<file path="config.mk">
export PLATFORM = sky130hd
export DESIGN_NAME = if_id_stage
export DESIGN_NICKNAME = d
export VERILOG_FILES = /design/src/rtl/mips_pkg.sv /design/src/rtl/hazard_detect.sv /design/src/rtl/if_id_stage.sv
export SDC_FILE = /design/constraint.sdc
export NUM_CORES = 1
export LEC_CHECK = 0
export ABC_AREA = 1
export CAP_MARGIN = 10
export CELL_PAD_IN_SITES_DETAIL_PLACEMENT = 1
export CELL_PAD_IN_SITES_GLOBAL_PLACEMENT = 2
export CORE_MARGIN = 1
export CORE_UTILIZATION = 26
export CTS_CLUSTER_DIAMETER = 120
export DETAILED_ROUTE_END_ITERATION = 6
export MAX_ROUTING_LAYER = met4
export PLACE_DENSITY = 0.88
export SLEW_MARGIN = 20
export SYNTH_ARGS = -nofsm -noshare
export SYNTH_HDL_FRONTEND = slang
export SYNTH_SLANG_ARGS = --single-unit
</file>
<file path="constraint.sdc">
create_clock -name clk_i -period 5.3 [get_ports clk_i]
set_clock_uncertainty 0.1 [all_clocks]
set_input_delay 1.06 -clock clk_i [delete_from_list [all_inputs] [get_ports clk_i]]
set_output_delay 1.06 -clock clk_i [all_outputs]
set_load 0.01 [all_outputs]
</file>
<file path="src/rtl/mips_pkg.sv">
// rtl/mips_pkg.sv - shared constants and types for the MIPS fetch/decode front end
package mips_pkg;

    localparam logic [31:0] RESET_PC_DEFAULT = 32'h0000_0000;

    localparam int RS_MSB = 25;
    localparam int RS_LSB = 21;
    localparam int RT_MSB = 20;
    localparam int RT_LSB = 16;

    localparam logic [31:0] NOP_INSTR = 32'h0000_0000;

    localparam int WB_W          = 2;
    localparam int M_W           = 2;
    localparam int EX_W          = 4;
    localparam int M_MEMREAD_BIT = 1;

    // What the PC and IF/ID register do at the next clock edge
    typedef enum logic [1:0] {
        ACT_NORMAL = 2'd0,
        ACT_FLUSH  = 2'd1,
        ACT_STALL  = 2'd2
    } fetch_act_e;

    function automatic logic [4:0] instr_rs(input logic [31:0] instr);
        return instr[RS_MSB:RS_LSB];
    endfunction

    function automatic logic [4:0] instr_rt(input logic [31:0] instr);
        return instr[RT_MSB:RT_LSB];
    endfunction

endpackage

</file>
<file path="src/rtl/hazard_detect.sv">
// rtl/hazard_detect.sv - combinational load-use hazard detection
module hazard_detect (
    input  logic       idex_memread_i,
    input  logic [4:0] idex_rtaddr_i,
    input  logic [4:0] rs_i,
    input  logic [4:0] rt_i,
    output logic       hazard_o
);

    // A load writing $0 never creates a dependency, so rt=0 is excluded;
    // this also keeps a NOP in IF/ID from ever stalling.
    always_comb begin
        hazard_o = idex_memread_i
                && (idex_rtaddr_i != 5'd0)
                && ((idex_rtaddr_i == rs_i) || (idex_rtaddr_i == rt_i));
    end

endmodule

</file>
<file path="src/rtl/if_id_stage.sv">
// rtl/if_id_stage.sv - PC, IF/ID register, load-use stall and branch flush control
module if_id_stage
    import mips_pkg::*;
#(
    parameter logic [31:0] RESET_PC = RESET_PC_DEFAULT,
    parameter int          CNT_W    = 16
) (
    input  logic             clk_i,
    input  logic             rst_i,
    output logic [31:0]      instr_addr_o,
    input  logic [31:0]      instr_i,
    input  logic             branch_taken_i,
    input  logic [31:0]      branch_target_i,
    input  logic             idex_memread_i,
    input  logic [4:0]       idex_rtaddr_i,
    output logic [31:0]      pc_plus4_o,
    output logic [31:0]      instr_o,
    output logic             bubble_o,
    output logic [CNT_W-1:0] stall_cnt_o,
    output logic [CNT_W-1:0] flush_cnt_o
);

    logic [31:0] pc;
    logic [31:0] pc_next_seq;
    logic        hazard;
    fetch_act_e  act;

    hazard_detect u_hazard_detect (
        .idex_memread_i (idex_memread_i),
        .idex_rtaddr_i  (idex_rtaddr_i),
        .rs_i           (instr_rs(instr_o)),
        .rt_i           (instr_rt(instr_o)),
        .hazard_o       (hazard)
    );

    assign instr_addr_o = pc;
    assign bubble_o     = hazard;
    assign pc_next_seq  = pc + 32'd4;

    // Stall beats flush: a branch resolved against stale operands is ignored
    // and re-evaluated once the load result is available.
    always_comb begin
        act = ACT_NORMAL;
        if (hazard) begin
            act = ACT_STALL;
        end else if (branch_taken_i) begin
            act = ACT_FLUSH;
        end
    end

    // PC and IF/ID register update
    always_ff @(posedge clk_i or posedge rst_i) begin
        if (rst_i) begin
            pc         <= RESET_PC;
            pc_plus4_o <= 32'd0;
            instr_o    <= NOP_INSTR;
        end else begin
            case (act)
                ACT_STALL: begin
                    pc         <= pc;
                    pc_plus4_o <= pc_plus4_o;
                    instr_o    <= instr_o;
                end
                ACT_FLUSH: begin
                    pc         <= branch_target_i;
                    pc_plus4_o <= 32'd0;
                    instr_o    <= NOP_INSTR;
                end
                default: begin
                    pc         <= pc_next_seq;
                    pc_plus4_o <= pc_next_seq;
                    instr_o    <= instr_i;
                end
            endcase
        end
    end

    // Saturating stall/flush performance counters
    always_ff @(posedge clk_i or posedge rst_i) begin
        if (rst_i) begin
            stall_cnt_o <= '0;
            flush_cnt_o <= '0;
        end else begin
            if (act == ACT_STALL && stall_cnt_o != '1) begin
                stall_cnt_o <= stall_cnt_o + 1'b1;
            end
            if (act == ACT_FLUSH && flush_cnt_o != '1) begin
                flush_cnt_o <= flush_cnt_o + 1'b1;
            end
        end
    end

endmodule
</file>
==> impl_metrics.env <==
export IMPL_worst_setup_path_type="primary input to output port"
export IMPL_design_area_um2=9650
export IMPL_die_h_um=163
export IMPL_antenna_cells=0
export IMPL_clkSinkCount=128
export IMPL_synth_commonest_cells="nand2_1 (351), nand3_1 (146), dfrtp_1 (128), nor2_1 (75), inv_1 (40)"
export IMPL_h_tree_depth=4
export IMPL_core_um2=25300
export IMPL_ys_warnings_count=0
export IMPL_fin_crit_sh=0.780
export IMPL_tightest_slew_ps=1020
export IMPL_ys_flop_type="dfrtp_1"
export IMPL_hold_violations=0
export IMPL_regArea_um2=3200
export IMPL_critPathMaxFanout=28
export IMPL_clkSlewWorstSetupHoldPaths_ps=60
export IMPL_cts_tree="built"
export IMPL_num_vias=6667
export IMPL_ctsHoldBuffers=0
export IMPL_post_drt_wl_per_cell_um=16.2
export IMPL_hpwlAfterDp_um=16300
export IMPL_cp_required_ps=4140
export IMPL_numPortBuffers=201
export IMPL_grt_setup_unrepaired="false"
export IMPL_setup_tns_ps=0
export IMPL_p_leak_uw=0.00435
export IMPL_antenna_left=0
export IMPL_n_fill_cell=3053
export IMPL_std_cell_rows=58
export IMPL_hp_class="flip-flop to flip-flop"
export IMPL_placed_cell_area_um2=9010
export IMPL_synth_nets=977
export IMPL_drt_initial_drc_count=416
export IMPL_final_max_slew_viol_count=0
export IMPL_wl_um=23200
export IMPL_clockBufferDepth=2
export IMPL_max_freq_mhz=242
export IMPL_cts_root_buffer_cell="clkbuf_16"
export IMPL_dieArea_um2=26600
export IMPL_synthTopCellsByArea="dfrtp_1 (48%), nand2_1 (20%), nand3_1 (11%)"
export IMPL_multi_input_area_um2=3170
export IMPL_syn_to_final_growth_pct=43.3
export IMPL_crit_path_start_kind="primary input"
export IMPL_ys_seq_area_frac=0.475
export IMPL_power_density_nw_per_um2=321
export IMPL_synthCells=901
export IMPL_clock_latency_ps=420
export IMPL_grt_pass1_wl_um=38200
export IMPL_ys_ff_latch=128
export IMPL_slew_headroom=0.322
export IMPL_status="finished, final reports clean"
export IMPL_synthesis_area_um2=6740
export IMPL_endpoint_kind="output port"
export IMPL_grt_util_all_layers=0.188
export IMPL_post_cts_repair_setup_buffers=0
export IMPL_grt_pass1_vias=6932
export IMPL_synth_edf_count=0
export IMPL_nets=1163
export IMPL_synth_most_common_cell="nand2_1"
export IMPL_drc=0
export IMPL_async_reset_ff_frac=1.00
export IMPL_cts_buffers=17
export IMPL_fin_crit_ps=4130
export IMPL_synth_cell_type_count=24
export IMPL_gp_congestion=0.797
export IMPL_maxCapViolations=0
export IMPL_yosys_area_top_type="dfrtp_1"
export IMPL_ir_worst_vdd_mv=0.129
export IMPL_drtPass1Iterations=4
export IMPL_via_per_inst=4.66
export IMPL_antenna_found_initial=0
export IMPL_avgSynthCellArea_um2=7.48
export IMPL_fin_util=0.381
export IMPL_worstPathArrival_ps=2970
export IMPL_gr_total_overflow=0
export IMPL_drive_above_1_share=0.0491
export IMPL_ioPinCount=202
export IMPL_initial_core_util=0.266
export IMPL_cts_resized=0
export IMPL_grt_max_degree=107
export IMPL_synth_top_area_share=0.475
export IMPL_fp_dieW_um=163
export IMPL_final_setup_viol_count=0
[through the flow]
stage               instances  power (µW)  worst slack (ps)  hold WS (ps)
floorplan                 901        1460               727           416
global placement         1398        1820              1190           363
detailed placement       1398        1830              1160           368
CTS                      1430        3150              1140           384
global route             1430        3250               984           408
finish                   1430        3100              1170           379
[final timing paths]
kind / cells after the start / from / slack [ps] / to
worst min register to register: 2 / instr_o[0] / 380 / instr_o[0]
min in group asynchronous: 2 / rst_i / 1110 / pc_plus4_o[8]
worst max-delay path: 10 / idex_rtaddr_i[4] / 1170 / bubble_o
max in group asynchronous: 3 / rst_i / 3100 / flush_cnt_o[12]
worst min-delay path: 2 / instr_o[0] / 380 / instr_o[0]
worst max register to register: 11 / instr_o[16] / 2580 / instr_addr_o[24]
[power breakdown]
group	switching, µW	internal (µW)	total, µW	leakage, µW
Clock	475	816	1290	0.000303
Combinational	291	311	602	0.00238
Sequential	125	1080	1200	0.00166
[cell families (layout without fill, tap and decap cells)]
| kind of cell | Yosys count | in the layout | share of synthesized area |
|---|---|---|---|
| and+or+nand+nor | 623 | 623 | 0.396 |
| DFF | 128 | 128 | 0.475 |
| buffers and inverters | 86 | 285 | 0.0564 |
| xor gates and xnor gates | 38 | 38 | 0.0494 |
| AOI/OAI and AO/OA | 23 | 23 | 0.0171 |
| adders and majority gates | 3 | 3 | 0.00557 |
[registers in the layout, indices dropped and copies added (netlist names)]
| register | count |
|---|---|
| flush_cnt_o | 16 |
| stall_cnt_o | 16 |
| instr_addr_o | 32 |
| instr_o | 32 |
| pc_plus4_o | 32 |
[critical path, cell delays in order]
cell             delay [ps]
clkdlybuf4s50_1         580
inv_2                    50
nand2_1                  50
nand2_1                  40
nor2_1                  100
nand3_1                  80
nand2_1                 130
nand2_4                 230
clkinv_2                110
clkdlybuf4s50_1         530
[cell usage in the layout, fill, tap and decap left out, drive strengths merged]
cell type	instances
nand3b	14
nand2	354
xor2	20
nor2	78
nand3	148
inv	46
clkinv	5
clkinvlp	3
bufinv	4
clkdlybuf4s50	200
nor3	7
ha	3
and2	1
clkbuf	20
xnor2	18
nand4	21
buf	7
o21ai	23
dfrtp	128
[metal layers]
| layer | GRT usage | wire (µm) | vias up |
|---|---|---|---|
| li1 | - | - | 3265 |
| met1 | 0.246 | 10900 | 3266 |
| met2 | 0.302 | 11300 | 123 |
| met3 | 0.0280 | 758 | 13 |
| met4 | 0.0540 | 283 | 0 |
| met5 | - | 0 | - |
[layout make-up]
class | count | area share
Inverter | 46 | 0.0188
Tap cell | 330 | 0.0428
Sequential cell | 128 | 0.332
Clock buffer | 20 | 0.0473
Clock inverter | 12 | 0.0189
Timing Repair Buffer | 207 | 0.213
Multi-Input combinational cell | 687 | 0.328
Note: power is estimated with default switching activity, not from simulation.
